## src/rtl/picorv32_axi4_lite_master_bridge_if.sv

```systemverilog
// AXI4-Lite master-port signal bundle between the picorv32 bridge and the interconnect.
// The master modport is the bridge side; the slave modport is the interconnect (or bench) side.
interface picorv32_axi4_lite_master_bridge_if #(
    parameter int ADDR_WIDTH = 32,
    parameter int DATA_WIDTH = 32
);
    logic                      axi_AWVALID;
    logic                      axi_AWREADY;
    logic [ADDR_WIDTH-1:0]     axi_AWADDR;
    logic                      axi_WVALID;
    logic                      axi_WREADY;
    logic [DATA_WIDTH-1:0]     axi_WDATA;
    logic [DATA_WIDTH/8-1:0]   axi_WSTRB;
    logic                      axi_BVALID;
    logic                      axi_BREADY;
    logic [1:0]                axi_BRESP;
    logic                      axi_ARVALID;
    logic                      axi_ARREADY;
    logic [ADDR_WIDTH-1:0]     axi_ARADDR;
    logic                      axi_RVALID;
    logic                      axi_RREADY;
    logic [DATA_WIDTH-1:0]     axi_RDATA;
    logic [1:0]                axi_RRESP;

    modport master (
        output axi_AWVALID, axi_AWADDR, axi_WVALID, axi_WDATA, axi_WSTRB, axi_BREADY,
               axi_ARVALID, axi_ARADDR, axi_RREADY,
        input  axi_AWREADY, axi_WREADY, axi_BVALID, axi_BRESP, axi_ARREADY,
               axi_RVALID, axi_RDATA, axi_RRESP
    );

    modport slave (
        input  axi_AWVALID, axi_AWADDR, axi_WVALID, axi_WDATA, axi_WSTRB, axi_BREADY,
               axi_ARVALID, axi_ARADDR, axi_RREADY,
        output axi_AWREADY, axi_WREADY, axi_BVALID, axi_BRESP, axi_ARREADY,
               axi_RVALID, axi_RDATA, axi_RRESP
    );
endinterface

```

## src/rtl/picorv32_axi4_lite_master_bridge.sv

```systemverilog
// picorv32 native memory port to single AXI4-Lite master: one access in flight,
// one-cycle mem_ready, and a saturating timeout that completes accesses nobody answers.
module picorv32_axi4_lite_master_bridge #(
    parameter int                     ADDR_WIDTH     = 32,
    parameter int                     DATA_WIDTH     = 32,
    parameter int                     TIMEOUT_CYCLES = 1024,
    parameter logic [DATA_WIDTH-1:0]  ERR_RDATA      = '0
) (
    input  logic                      iCLK,
    input  logic                      iRST,
    input  logic                      mem_valid,
    input  logic                      mem_instr,
    input  logic [ADDR_WIDTH-1:0]     mem_addr,
    input  logic [DATA_WIDTH-1:0]     mem_wdata,
    input  logic [DATA_WIDTH/8-1:0]   mem_wstrb,
    output logic                      mem_ready,
    output logic [DATA_WIDTH-1:0]     mem_rdata,
    picorv32_axi4_lite_master_bridge_if.master axi,
    output logic                      bus_err,
    output logic [ADDR_WIDTH-1:0]     err_addr,
    output logic                      err_instr
);
    localparam int CNT_W = (TIMEOUT_CYCLES > 0) ? $clog2(TIMEOUT_CYCLES + 1) : 1;
    localparam logic [CNT_W-1:0] TMO_LAST = (TIMEOUT_CYCLES > 0) ? CNT_W'(TIMEOUT_CYCLES - 1) : '0;

    typedef enum logic [2:0] {
        S_IDLE, S_WR, S_WR_RESP, S_RD, S_RD_DATA, S_DONE
    } state_t;

    state_t                    r_state;
    state_t                    w_next;
    logic [ADDR_WIDTH-1:0]     r_addr;
    logic [DATA_WIDTH-1:0]     r_wdata;
    logic [DATA_WIDTH/8-1:0]   r_wstrb;
    logic                      r_instr;
    logic                      r_aw_done;
    logic                      r_w_done;
    logic [CNT_W-1:0]          r_cnt;
    logic                      r_err;
    logic [DATA_WIDTH-1:0]     r_rdata;
    logic [ADDR_WIDTH-1:0]     r_err_addr;
    logic                      r_err_instr;

    logic                      w_awvalid;
    logic                      w_wvalid;
    logic                      w_bready;
    logic                      w_arvalid;
    logic                      w_rready;
    logic                      w_aw_hs;
    logic                      w_w_hs;
    logic                      w_busy;
    logic                      w_tmo;
    logic                      w_tmo_fire;
    logic                      w_err_set;

    function automatic logic [CNT_W-1:0] sat_inc(input logic [CNT_W-1:0] v);
        return (&v) ? v : v + CNT_W'(1);
    endfunction

    assign w_busy  = (r_state == S_WR) || (r_state == S_WR_RESP) ||
                     (r_state == S_RD) || (r_state == S_RD_DATA);
    // Fires on the last allowed busy cycle so VALID/READY are low from the next cycle on.
    assign w_tmo   = (TIMEOUT_CYCLES != 0) && (r_cnt >= TMO_LAST);
    assign w_aw_hs = w_awvalid && axi.axi_AWREADY;
    assign w_w_hs  = w_wvalid && axi.axi_WREADY;

    always_comb begin
        w_next     = r_state;
        w_tmo_fire = 1'b0;
        w_err_set  = 1'b0;
        w_awvalid  = (r_state == S_WR) && !r_aw_done;
        w_wvalid   = (r_state == S_WR) && !r_w_done;
        w_bready   = (r_state == S_WR_RESP);
        w_arvalid  = (r_state == S_RD);
        w_rready   = (r_state == S_RD_DATA);
        case (r_state)
            S_IDLE: begin
                if (mem_valid) begin
                    w_next = (|mem_wstrb) ? S_WR : S_RD;
                end
            end
            S_WR: begin
                // A handshake completing the phase beats a simultaneous timeout.
                if ((r_aw_done || w_aw_hs) && (r_w_done || w_w_hs)) begin
                    w_next = S_WR_RESP;
                end else if (w_tmo) begin
                    w_next     = S_DONE;
                    w_tmo_fire = 1'b1;
                end
            end
            S_WR_RESP: begin
                if (axi.axi_BVALID) begin
                    w_next    = S_DONE;
                    w_err_set = |axi.axi_BRESP;
                end else if (w_tmo) begin
                    w_next     = S_DONE;
                    w_tmo_fire = 1'b1;
                end
            end
            S_RD: begin
                if (axi.axi_ARREADY) begin
                    w_next = S_RD_DATA;
                end else if (w_tmo) begin
                    w_next     = S_DONE;
                    w_tmo_fire = 1'b1;
                end
            end
            S_RD_DATA: begin
                if (axi.axi_RVALID) begin
                    w_next    = S_DONE;
                    w_err_set = |axi.axi_RRESP;
                end else if (w_tmo) begin
                    w_next     = S_DONE;
                    w_tmo_fire = 1'b1;
                end
            end
            S_DONE:  w_next = S_IDLE;
            default: w_next = S_IDLE;
        endcase
        if (w_tmo_fire) begin
            w_err_set = 1'b1;
        end
    end

    always_ff @(posedge iCLK) begin
        if (iRST) begin
            r_state     <= S_IDLE;
            r_addr      <= '0;
            r_wdata     <= '0;
            r_wstrb     <= '0;
            r_instr     <= 1'b0;
            r_aw_done   <= 1'b0;
            r_w_done    <= 1'b0;
            r_cnt       <= '0;
            r_err       <= 1'b0;
            r_rdata     <= '0;
            r_err_addr  <= '0;
            r_err_instr <= 1'b0;
        end else begin
            r_state <= w_next;
            if (r_state == S_IDLE) begin
                r_cnt     <= '0;
                r_aw_done <= 1'b0;
                r_w_done  <= 1'b0;
                r_err     <= 1'b0;
                if (mem_valid) begin
                    r_addr  <= mem_addr;
                    r_wdata <= mem_wdata;
                    r_wstrb <= mem_wstrb;
                    r_instr <= mem_instr;
                end
            end else if (w_busy) begin
                r_cnt <= sat_inc(r_cnt);
            end
            if (w_aw_hs) begin
                r_aw_done <= 1'b1;
            end
            if (w_w_hs) begin
                r_w_done <= 1'b1;
            end
            // Error address is captured on entry to DONE so it is visible alongside bus_err.
            if (w_err_set) begin
                r_err       <= 1'b1;
                r_err_addr  <= r_addr;
                r_err_instr <= r_instr;
            end
            if (w_tmo_fire) begin
                r_rdata <= ERR_RDATA;
            end else if ((r_state == S_RD_DATA) && axi.axi_RVALID) begin
                r_rdata <= (|axi.axi_RRESP) ? ERR_RDATA : axi.axi_RDATA;
            end
        end
    end

    assign mem_ready       = (r_state == S_DONE);
    assign bus_err         = (r_state == S_DONE) && r_err;
    assign mem_rdata       = r_rdata;
    assign err_addr        = r_err_addr;
    assign err_instr       = r_err_instr;

    assign axi.axi_AWVALID = w_awvalid;
    assign axi.axi_AWADDR  = r_addr;
    assign axi.axi_WVALID  = w_wvalid;
    assign axi.axi_WDATA   = r_wdata;
    assign axi.axi_WSTRB   = r_wstrb;
    assign axi.axi_BREADY  = w_bready;
    assign axi.axi_ARVALID = w_arvalid;
    assign axi.axi_ARADDR  = r_addr;
    assign axi.axi_RREADY  = w_rready;
endmodule

```

## src/flat_wrapper.sv

```systemverilog
// flat-port wrapper written by rule: the top's interface ports become plain ports
module picorv32_axi4_lite_master_bridge_flat 
#(
    parameter int                     ADDR_WIDTH     = 32,
    parameter int                     DATA_WIDTH     = 32,
    parameter int                     TIMEOUT_CYCLES = 1024,
    parameter logic [DATA_WIDTH-1:0]  ERR_RDATA      = '0
)
  (iCLK, iRST, mem_valid, mem_instr, mem_addr, mem_wdata, mem_wstrb, mem_ready, mem_rdata, bus_err, err_addr, err_instr, axi_axi_AWVALID, axi_axi_AWADDR, axi_axi_WVALID, axi_axi_WDATA, axi_axi_WSTRB, axi_axi_BREADY, axi_axi_ARVALID, axi_axi_ARADDR, axi_axi_RREADY, axi_axi_AWREADY, axi_axi_WREADY, axi_axi_BVALID, axi_axi_BRESP, axi_axi_ARREADY, axi_axi_RVALID, axi_axi_RDATA, axi_axi_RRESP);
  picorv32_axi4_lite_master_bridge_if #(.ADDR_WIDTH(ADDR_WIDTH), .DATA_WIDTH(DATA_WIDTH)) axi_i ();
  input  logic iCLK;
  input  logic iRST;
  input  logic mem_valid;
  input  logic mem_instr;
  input  logic [ADDR_WIDTH-1:0] mem_addr;
  input  logic [DATA_WIDTH-1:0] mem_wdata;
  input  logic [DATA_WIDTH/8-1:0] mem_wstrb;
  output logic mem_ready;
  output logic [DATA_WIDTH-1:0] mem_rdata;
  output logic bus_err;
  output logic [ADDR_WIDTH-1:0] err_addr;
  output logic err_instr;
  output wire logic [$bits(axi_i.axi_AWVALID)-1:0] axi_axi_AWVALID;
  output wire logic [$bits(axi_i.axi_AWADDR)-1:0] axi_axi_AWADDR;
  output wire logic [$bits(axi_i.axi_WVALID)-1:0] axi_axi_WVALID;
  output wire logic [$bits(axi_i.axi_WDATA)-1:0] axi_axi_WDATA;
  output wire logic [$bits(axi_i.axi_WSTRB)-1:0] axi_axi_WSTRB;
  output wire logic [$bits(axi_i.axi_BREADY)-1:0] axi_axi_BREADY;
  output wire logic [$bits(axi_i.axi_ARVALID)-1:0] axi_axi_ARVALID;
  output wire logic [$bits(axi_i.axi_ARADDR)-1:0] axi_axi_ARADDR;
  output wire logic [$bits(axi_i.axi_RREADY)-1:0] axi_axi_RREADY;
  input wire logic [$bits(axi_i.axi_AWREADY)-1:0] axi_axi_AWREADY;
  input wire logic [$bits(axi_i.axi_WREADY)-1:0] axi_axi_WREADY;
  input wire logic [$bits(axi_i.axi_BVALID)-1:0] axi_axi_BVALID;
  input wire logic [$bits(axi_i.axi_BRESP)-1:0] axi_axi_BRESP;
  input wire logic [$bits(axi_i.axi_ARREADY)-1:0] axi_axi_ARREADY;
  input wire logic [$bits(axi_i.axi_RVALID)-1:0] axi_axi_RVALID;
  input wire logic [$bits(axi_i.axi_RDATA)-1:0] axi_axi_RDATA;
  input wire logic [$bits(axi_i.axi_RRESP)-1:0] axi_axi_RRESP;
  assign axi_axi_AWVALID = axi_i.axi_AWVALID;
  assign axi_axi_AWADDR = axi_i.axi_AWADDR;
  assign axi_axi_WVALID = axi_i.axi_WVALID;
  assign axi_axi_WDATA = axi_i.axi_WDATA;
  assign axi_axi_WSTRB = axi_i.axi_WSTRB;
  assign axi_axi_BREADY = axi_i.axi_BREADY;
  assign axi_axi_ARVALID = axi_i.axi_ARVALID;
  assign axi_axi_ARADDR = axi_i.axi_ARADDR;
  assign axi_axi_RREADY = axi_i.axi_RREADY;
  assign axi_i.axi_AWREADY = axi_axi_AWREADY;
  assign axi_i.axi_WREADY = axi_axi_WREADY;
  assign axi_i.axi_BVALID = axi_axi_BVALID;
  assign axi_i.axi_BRESP = axi_axi_BRESP;
  assign axi_i.axi_ARREADY = axi_axi_ARREADY;
  assign axi_i.axi_RVALID = axi_axi_RVALID;
  assign axi_i.axi_RDATA = axi_axi_RDATA;
  assign axi_i.axi_RRESP = axi_axi_RRESP;
  picorv32_axi4_lite_master_bridge #(.ADDR_WIDTH(ADDR_WIDTH), .DATA_WIDTH(DATA_WIDTH), .TIMEOUT_CYCLES(TIMEOUT_CYCLES), .ERR_RDATA(ERR_RDATA)) u_core (.iCLK(iCLK), .iRST(iRST), .mem_valid(mem_valid), .mem_instr(mem_instr), .mem_addr(mem_addr), .mem_wdata(mem_wdata), .mem_wstrb(mem_wstrb), .mem_ready(mem_ready), .mem_rdata(mem_rdata), .axi(axi_i), .bus_err(bus_err), .err_addr(err_addr), .err_instr(err_instr));
endmodule
```

## config.mk

```make
export PLATFORM = sky130hd
export DESIGN_NAME = picorv32_axi4_lite_master_bridge_flat
export DESIGN_NICKNAME = d
export VERILOG_FILES = /design/src/rtl/picorv32_axi4_lite_master_bridge_if.sv /design/src/rtl/picorv32_axi4_lite_master_bridge.sv /design/src/flat_wrapper.sv
export SDC_FILE = /design/constraint.sdc
export NUM_CORES = 1
export LEC_CHECK = 0
export CAP_MARGIN = 5
export CORE_UTILIZATION = 35
export CTS_CLUSTER_DIAMETER = 60
export DETAILED_ROUTE_END_ITERATION = 12
export PLACE_DENSITY = 0.72
export SKIP_LAST_GASP = 1
export SYNTH_ARGS = -nofsm -noshare
export SYNTH_HDL_FRONTEND = slang
export SYNTH_SLANG_ARGS = --single-unit
```

## constraint.sdc

```tcl
create_clock -name iCLK -period 3.7 [get_ports iCLK]
set_clock_uncertainty 0.15 [all_clocks]
set_input_delay 0.74 -clock iCLK [delete_from_list [all_inputs] [get_ports iCLK]]
set_output_delay 0.74 -clock iCLK [all_outputs]
set_load 0.02 [all_outputs]
```

* Yosys cells after proc, flatten, opt, wreduce, memory -nomap -nowiden
Cells that the tools add are included.
W data, S select, Z words.
** Word-level totals
- Flip-flop bits (word level) :: 151
- Bits in latches :: 0
- Bits in writable memories :: 0
- Memory bits (read-only) :: 0
- Input bits :: 113
- Output and inout port bits :: 172
- Logic and storage cells :: 70
- Memories kept :: 0
** Cells by class
- $add $sub $neg :: 1
- Multipliers :: 0
- Divide/modulo/power cells :: 0
- Magnitude comparators :: 1
- Eq/ne operators :: 6
- Shift operators :: 0
- Multiplexer cells :: 23
- Bitwise operators :: 1
- Reductions and logical operators :: 26
** Operators by type and width (number)
- $mux W32 :: 1
- $mux W3 :: 6
- $pmux W3 S5 :: 1
- $mux W1 :: 12
- $add A11 B1 Y11 const B :: 1
- $ge A11 B10 Y1 const B :: 1
- $reduce_and A11 Y1 :: 1
- $reduce_or A2 Y1 :: 4
- $logic_and A1 B1 Y1 :: 7
- $eq A3 B2 Y1 const B :: 2
- $eq A3 B3 Y1 const B :: 2
- $reduce_bool A2 Y1 :: 3
- $logic_or A1 B1 Y1 :: 5
- $pmux W1 S4 :: 1
- $reduce_and A2 Y1 :: 2
- $reduce_or A4 Y1 :: 1
- $eq A3 B1 Y1 const B :: 1
- $logic_not A3 Y1 :: 1
- $logic_not A1 Y1 :: 2
- $mux W2 :: 1
- $ne A2 B2 Y1 const B :: 1
- $pmux W1 S2 :: 1
- $not A1 Y1 :: 1

* Longest topological paths before layout
Gate-level depths: netlist (run 1).
- Word-level depth :: 9
- Depth in mapped cells :: 8
- Mapped depth without buffers :: 5

* Worst setup path after synthesis (run 1)
Ideal clock, no wire load.
- Path type :: register to output
- From :: register u_core.r_state[1]
- To :: output axi_axi_ARVALID
- Data arrival time :: 1186 ps
- Data required time :: 2810 ps
- Path slack :: 1624 ps
- Stages on the path, launching flop included :: 4
- Path buffers :: 1
- Cells stage by stage :: dfxtp_1 > buf_6 > inv_1 > nor3_1
** On the way
- Cells in the longest elaborated chain, start to end :: 1
** Ends and longest elaborated chain
- start: declaration :: RTL line picorv32_axi4_lite_master_bridge.sv:30 : state_t r_state;
- start signal: assignment :: RTL line picorv32_axi4_lite_master_bridge.sv:140 : r_state <= w_next;
- $eq A3 B2 Y1 :: RTL line picorv32_axi4_lite_master_bridge.sv:74 : w_arvalid = (r_state == S_RD);
- end: declaration :: RTL line flat_wrapper.sv:29 : output wire logic [$bits(axi_i.axi_ARVALID)-1:0] axi_axi_ARVALID;
Every way passes these cells.

* Final worst setup path (run 1)
Same ends and word-level chain as after synthesis.

==> flow_summary.yaml, run 1 <==
status:
  status: "completed"
synthesis:
  syn-instance-count: 756
  ys_seq_area_share_pct: 47.46
  syn-cell-area_um2: 6370
  synthArstFlopShare_pct: 0
  syn_area_per_cell_um2: 8.426
  ys.flop_type: "dfxtp_1"
  synth_warnings: 0
  synth-edff-count: 0
  synth_cell_types: 48
  ys_ff_latch: 151
  synthesis.nets: 870
critical_path:
  startpoint: "u_core.r_state[1]"
  startpoint_type: "flop"
  worst_ep_arrival_time_ps: 2230
  path_max_fanout: 17
  crit_end: "axi_axi_ARVALID"
  r2r_end: "u_core.mem_rdata[26]"
  crit_required_ps: 2810
  r2r_cells: 5
  critPathCaptureType: "output pin"
  worstSetupPathType: "reg -> out"
  path_cells: "inv_1 > nor3_1 > clkdlybuf4s50_1"
  slowest_stage: "clkdlybuf4s50_1"
  r2r_start: "u_core.r_cnt[0]"
  slowest_delay_ps: 680
  rrSetupSlack_ps: 1040
layout:
  n_fill_cell: 1619
  area_delta_synth_final_pct: 51.13
  drive_gt1_share_pct: 5.740
  final_nets: 1095
  fin_util_pct: 54.89
sta:
  fmax_ghz: 0.3204
  worst_pin_slew_ps: 802.7
  grt_setup_unrepaired: "no"
  hold_viol: 0
  setup_viol: 0
  slew_headroom_pct: 45.79
  finalCritPeriodShare_pct: 84.34
  finalMaxSlewViolations: 0
  finalCriticalPeriod_ps: 3121
  tns_ps: 0
  setup_ws_ps: 579.3
grt:
  use_met3_pct: 6.704
  grt_pass1_vias: 5301
  antenna_found_initial: 1
  grt_remaining_overflow: 0
  grt_max_degree: 78
  grt_util_met1_pct: 22.46
  use_met2_pct: 30.80
  grt_pass1_wl_um: 27170
  grt_busiest_layer: "met2"
  grt_usage_pct: 18.56
power:
  vdd_drop_max_mv: 0.3272
  p_per_area_nw_per_um2: 441.1
  power.static_leakage_nw: 3.509
  finalPower_mw: 4.246
floorplan:
  row_count: 48
  io_pins: 285
  die_h_um: 136.9
  dieArea_um2: 18740
  core_area_um2: 17540
  die_w_um: 136.9
  start_util_pct: 36.32
cts:
  cts_buffers: 17
  ctsHoldBuffers: 0
  path_clk_slew_ps: 60
  clk_latency_ps: 430
  htree_levels: 4
  cts_tree: "built"
  root_buffer: "clkbuf_16"
  cts_sinks: 151
  clockBufferDepth: 2
  cts_resized: 0
  post_cts_buffers: 0
routing:
  totalWireLength_um: 17650
  routedWlPerCell_um: 14.48
  firstDrtPassIters: 5
  drtIter0Drc: 232
  ant_nets: 0
  drc: 0
  viasPerCell: 4.766
  routed-via-count: 5810
run:
  drv_cap: 0
place:
  dp_slack_ps: 716.2
  io_buffers: 284
  hpwl_um: 12140
  gp_congestion: 0.7995
min_path:
  hold_class: "reg -> reg"
cells in the mapped netlist, types with 2 or more instances:
library cell / number / share of area [%]
a21oi_1: 115 / 9.0
a221o_1: 2 / 0.31
a31o_2: 2 / 0.28
a31oi_1: 2 / 0.20
and2_1: 2 / 0.20
and3_1: 4 / 0.39
buf_12: 3 / 0.94
buf_2: 13 / 1.0
buf_4: 33 / 3.9
buf_6: 5 / 0.88
clkbuf_1: 32 / 1.9
dfxtp_1: 151 / 47
inv_1: 9 / 0.53
mux2i_1: 33 / 5.2
nand2_1: 181 / 11
nand2b_1: 45 / 4.4
nand3_1: 38 / 3.0
nand4_1: 2 / 0.20
nand4bb_1: 2 / 0.35
nor2_1: 12 / 0.71
nor3_1: 3 / 0.24
nor4_1: 3 / 0.29
o21ai_0: 4 / 0.31
o22ai_1: 4 / 0.39
o31ai_1: 7 / 0.82
o41ai_1: 2 / 0.28
or2b_1: 18 / 2.1
or2b_2: 4 / 0.55
or3_1: 3 / 0.29
or4_1: 4 / 0.47
state kept, by name (all words and copies together) (netlist names), 3 cells and up:
register	cells
u_core.r_state	3
u_core.axi.axi_WSTRB	4
u_core.err_addr	32
u_core.axi.axi_ARADDR	32
u_core.r_cnt	11
u_core.mem_rdata	32
u_core.axi.axi_WDATA	32
where the power goes:
| part | switching, mW | total, mW | internal, mW |
|---|---|---|---|
| combinational | 0.409 | 0.803 | 0.394 |
| sequential | 0.0696 | 1.77 | 1.71 |
| clock | 0.681 | 1.67 | 0.987 |
| total | 1.16 | 4.25 | 3.09 |
logic make-up (layout without fill, tap and decap cells):
kind of cell,after synthesis,after routing,synth area share (%)
flip-flops,151,151,47.46
AO/OA/AOI/OAI,145,145,12.69
multiplexers,34,34,5.362
other,0,1,0
buffers and inverters,95,332,9.153
AND/OR/NAND/NOR,330,330,25.14
adder cells (fa/ha/maj),1,1,0.1964
stage by stage:
stage / hold WS (ps) / std cells / area, um2
2_1_floorplan: 274.4 / 756 / 6370
5_1_grt: 318.8 / 1219 / 9627
3_5_place_dp: 293.7 / 1187 / 9061
4_1_cts: 300.8 / 1218 / 9624
6_report: 300.4 / 1219 / 9627
3_3_place_gp: 286.1 / 1187 / 9061
cell usage in the layout, fill, tap and decap left out, types with 2 or more instances in the layout:
master	instances
nor2_1	11
a31o_2	2
dfxtp_1	151
or2b_1	18
nand2_1	180
clkbuf_16	17
and3_1	4
buf_12	3
inv_1	9
nand4_1	2
bufinv_16	2
o22ai_1	4
or4_1	4
buf_4	6
or2b_2	4
clkinv_2	3
or3_1	3
nand4bb_1	2
o41ai_1	2
nor3_1	3
o21ai_0	4
nand3_1	38
o31ai_1	7
nand2b_1	45
mux2i_1	33
clkdlybuf4s50_1	283
a221o_1	2
clkbuf_1	2
clkinvlp_4	5
nor4_1	3
a21oi_1	115
worst min path at each step:
stage / depth (start not counted) / end / startpoint
floorplan: 2 / u_core.r_err / u_core.r_err
finish: 2 / u_core.mem_rdata[13] / u_core.mem_rdata[13]
global route: 2 / u_core.r_instr / u_core.r_instr
detailed placement: 2 / u_core.mem_rdata[15] / u_core.mem_rdata[15]
global placement: 2 / u_core.r_err / u_core.r_err
CTS: 2 / u_core.mem_rdata[5] / u_core.mem_rdata[5]
critical path, delay by kind of cell (launching register included):
kind	cells	cell delay, ps
DFF	1	660
buffers and inverters	2	870
and+or+nand+nor	1	290
routing by layer:
layer / up-vias / wire [um]
met2: 193 / 8527
li1: 2949 / -
met4: 0 / 191
met5: - / 0
met3: 14 / 1383
met1: 2654 / 7549
cell type report:
type	instances	area, um2	share of cell area [%]
antenna	1	2.502	0.02599
clock buffer	19	432.9	4.497
clock inverter	12	130.1	1.352
inverter	9	33.78	0.3509
multi-input combinational	510	2785	28.93
sequential	151	3023	31.40
tap	225	281.5	2.924
timing repair buffer	292	2938	30.52
Power figures use the tool's default switching activity.
==> run 2, diff against run 1 <==
clock period = 3.2 ns   (was 3.7 ns; I/O delays follow)
==> flow_summary.yaml, run 2 (synthesis gave the netlist of run 1 again) <==
routing:
  firstDrtPassIters: 4
  ant_nets: 0
  viasPerCell: 4.775
  routedWlPerCell_um: 14.35
  totalWireLength_um: 17540
  drtIter0Drc: 252
  routed-via-count: 5835
  drc: 0
power:
  power.static_leakage_nw: 3.544
  vdd_drop_max_mv: 0.3829
  p_per_area_nw_per_um2: 508.3
grt:
  grt_max_degree: 136
  grt_usage_pct: 18.49
  antenna_found_initial: 0
  grt_pass1_wl_um: 27230
  grt_remaining_overflow: 0
  grt_pass1_vias: 5303
status:
  status: "completed"
floorplan:
  die_h_um: 136.9
  dieArea_um2: 18740
  io_pins: 285
  row_count: 48
  die_w_um: 136.9
  start_util_pct: 36.32
  core_area_um2: 17540
layout:
  layout.area.seq_um2: 3023
  final_nets: 1099
  drive_gt1_share_pct: 6.118
  layout_commonest_cell: "clkdlybuf4s50_1"
  n_antenna_cell: 0
  area_delta_synth_final_pct: 52.15
  n_fill_cell: 1618
  final_cell_mix: "clkdlybuf4s50_1 (283), nand2_1 (180), dfxtp_1 (151), a21oi_1 (115), nand2b_1 (45)"
  multi_input_area_um2: 2785
  fin_cells: 1222
critical_path:
  worstSetupPathType: "reg -> out"
  critPathCaptureType: "output pin"
  worst_ep_arrival_time_ps: 2100
  crit_required_ps: 2410
  path_max_fanout: 19
  rrSetupSlack_ps: 870
  startpoint_type: "flop"
place:
  dp_cells: 1191
  gp_congestion: 0.8271
  hpwl_um: 12090
  io_buffers: 284
cts:
  path_clk_slew_ps: 60
  cts_sinks: 151
  ctsHoldBuffers: 0
  clockBufferDepth: 2
  post_cts_buffers: 0
  cts_buffers: 17
  root_buffer: "clkbuf_16"
  clk_latency_ps: 410
  cts_tree: "built"
  cts_resized: 0
  htree_levels: 4
sta:
  fmax_ghz: 0.3460
  finalCriticalPeriod_ps: 2890
  setup_viol: 0
  tns_ps: 0
  finalCritPeriodShare_pct: 90.31
  grt_setup_unrepaired: "no"
  hold_viol: 0
  slew_headroom_pct: 51.82
  worst_pin_slew_ps: 713.4
  finalMaxSlewViolations: 0
run:
  drv_cap: 0
min_path:
  hold_class: "reg -> reg"
[run 2: changes by cell type in the layout (fill, tap and decap cells not counted), sizes merged]
cell,change
diode,-1
buf,+4
[run 2: cell type report]
| class | count | area share (%) |
|---|---|---|
| sequential | 151 | 31.19 |
| timing repair buffer | 296 | 31.01 |
| multi-input combinational | 510 | 28.74 |
| clock buffer | 19 | 4.467 |
| tap | 225 | 2.905 |
| clock inverter | 12 | 1.343 |
| inverter | 9 | 0.3486 |
[run 2: path summary, 6_finish.rpt]
path	startpoint	end	cells past startpoint
max	u_core.r_state[2]	mem_ready	3
max reg2reg	u_core.r_cnt[0]	u_core.mem_rdata[25]	6
min	u_core.mem_rdata[1]	u_core.mem_rdata[1]	2
min reg2reg	u_core.mem_rdata[1]	u_core.mem_rdata[1]	2
[run 2: critical path: stages (launching register included)]
cell	delay [ps]
dfxtp_1	680
inv_1	150
nor3_1	210
clkdlybuf4s50_1	650
[run 2: power breakdown]
group          total, mW  internal [mW]  switching (mW)
logic              0.961          0.472           0.489
clock network       1.92           1.14           0.782
registers           2.04           1.97          0.0693
[run 2: metal layers]
metal	track usage [%]	up-vias	share of wire, %
met3	6.259	13	7.8
met2	31.02	184	48
met1	22.50	2685	43
met4	4.945	0	0.94
li1	-	2953	-
met5	0	-	0
[run 2: metrics by stage]
| step | area (um2) | total power, mW | hold slack (ps) | setup WS (ps) | utilization (%) |
|---|---|---|---|---|---|
| after floorplan | 6370 | 2.606 | 274.4 | 1224 | - |
| after global placement | 9129 | 3.044 | 287.3 | 592.5 | 52.05 |
| after detailed placement | 9129 | 3.050 | 294.4 | 544.5 | 52.05 |
| after CTS | 9692 | 4.992 | 301.4 | 339.8 | 55.27 |
| after global routing | 9692 | 5.160 | 314.9 | 168.7 | 55.27 |
| final | 9692 | 4.926 | 298.7 | 310.2 | 55.27 |
==> run 3, diff against run 2 <==
RECOVER_POWER = 100   (was unset)
==> flow_summary.yaml, run 3 (synthesis gave the netlist of run 1 again) <==
status:
  status: "finished, violations left"
  violations: "capacitance limit, slew limit"
layout:
  drive_gt1_share_pct: 5.617
  n_antenna_cell: 0
  area_delta_synth_final_pct: 51.42
  design_area_um2: 9646
  fin_util_pct: 55.00
  final_cell_mix: "nand2_1 (180), dlygate4sd3_1 (173), dfxtp_1 (151), a21oi_1 (115), clkdlybuf4s50_1 (110)"
  final_nets: 1099
  n_fill_cell: 1623
  layout_commonest_cell: "nand2_1"
sta:
  setup_ws_ps: 266.1
  finalCriticalPeriod_ps: 2934
  worst_pin_slew_ps: 1511
  fmax_ghz: 0.3408
  grt_setup_unrepaired: "no"
  setup_viol: 0
  hold_viol: 0
  tns_ps: 0
  finalCritPeriodShare_pct: 91.69
  finalMaxSlewViolations: 23
  slew_headroom_pct: -0.8009
floorplan:
  start_util_pct: 36.32
  dieArea_um2: 18740
  io_pins: 285
  die_h_um: 136.9
  core_area_um2: 17540
  row_count: 48
  die_w_um: 136.9
cts:
  cts_buffers: 17
  ctsHoldBuffers: 0
  cts_tree: "built"
  path_clk_slew_ps: 60
  cts_resized: 0
  clockBufferDepth: 2
  clk_latency_ps: 410
  cts_sinks: 151
  root_buffer: "clkbuf_16"
  post_cts_buffers: 0
  htree_levels: 4
power:
  power.static_leakage_nw: 4.061
  finalPower_mw: 4.865
  p_per_area_nw_per_um2: 504.4
  vdd_drop_max_mv: 0.3815
run:
  drv_cap: 1
place:
  hpwl_um: 12090
  gp_congestion: 0.8271
  dp_slack_ps: 544.5
  io_buffers: 284
  placed_cell_area_um2: 9129
grt:
  grt_pass1_vias: 5303
  grt_usage_pct: 18.49
  grt_remaining_overflow: 0
  grt_max_degree: 136
  antenna_found_initial: 0
  grt_pass1_wl_um: 27230
routing:
  firstDrtPassIters: 4
  viasPerCell: 4.787
  routed-via-count: 5850
  drtIter0Drc: 236
  totalWireLength_um: 17480
  routedWlPerCell_um: 14.30
  ant_nets: 0
  drc: 0
critical_path:
  cp_top_family: "buffers and inverters"
  slowest_delay_ps: 710
  slowest_stage: "dlygate4sd3_1"
  critPathCaptureType: "output pin"
  path_max_fanout: 19
  path_cells: "inv_1 > nor3_1 > dlygate4sd3_1"
  cp.buffers_inverters: 2
  worstSetupPathType: "reg -> out"
  worst_ep_arrival_time_ps: 2140
  crit_required_ps: 2410
  startpoint_type: "flop"
min_path:
  hold_class: "reg -> reg"
[run 3: cell count changes in the layout (fill, tap and decap cells not counted), moves of 2 or more]
| cell | delta |
|---|---|
| dlygate4sd3_1 | +173 |
| clkdlybuf4s50_1 | -173 |
| buf_12 | -2 |
| clkbuf_2 | +2 |
[run 3: metal layers]
layer  share of wire, %  vias to the layer above  GRT usage [%]
met5                  0                        -              0
met4               0.91                        0          4.945
met3                8.0                       11          6.259
met2                 49                      197          31.02
met1                 42                     2685          22.50
li1                   -                     2957              -
[run 3: area by class of cell]
cell class | count | area [um2] | area share, %
clock inverters | 12 | 130.1 | 1.349
multi-input cells | 510 | 2773 | 28.75
repair buffers | 296 | 2972 | 30.81
well taps | 225 | 281.5 | 2.919
inverters | 9 | 33.78 | 0.3502
flip-flops and latches | 151 | 3023 | 31.34
clock buffers | 19 | 432.9 | 4.488
[run 3: worst min-delay path, stage by stage, from the launching register on]
cell	delay, ps
dfxtp_1	300
nand2_1	50
a21oi_1	50
[run 3: power breakdown]
group,total (mW),switching (mW),internal [mW]
clock,1.92,0.780,1.14
sequential,2.04,0.0640,1.97
combinational,0.907,0.484,0.423
[run 3: final timing paths]
kind	startpoint	to	slack (ps)	cells after the start
setup / recovery	u_core.r_state[2]	mem_ready	270	3
hold reg to reg	u_core.mem_rdata[5]	u_core.mem_rdata[5]	300	2
hold / removal	u_core.mem_rdata[5]	u_core.mem_rdata[5]	300	2
setup reg to reg	u_core.r_cnt[0]	u_core.err_addr[29]	310	6
[run 3: metrics by stage]
step,cells,hold slack [ps]
detailed placement,1191,294.4
floorplan,756,274.4
CTS,1222,301.4
global route,1222,312.4
finish,1222,296.0
global placement,1191,287.3
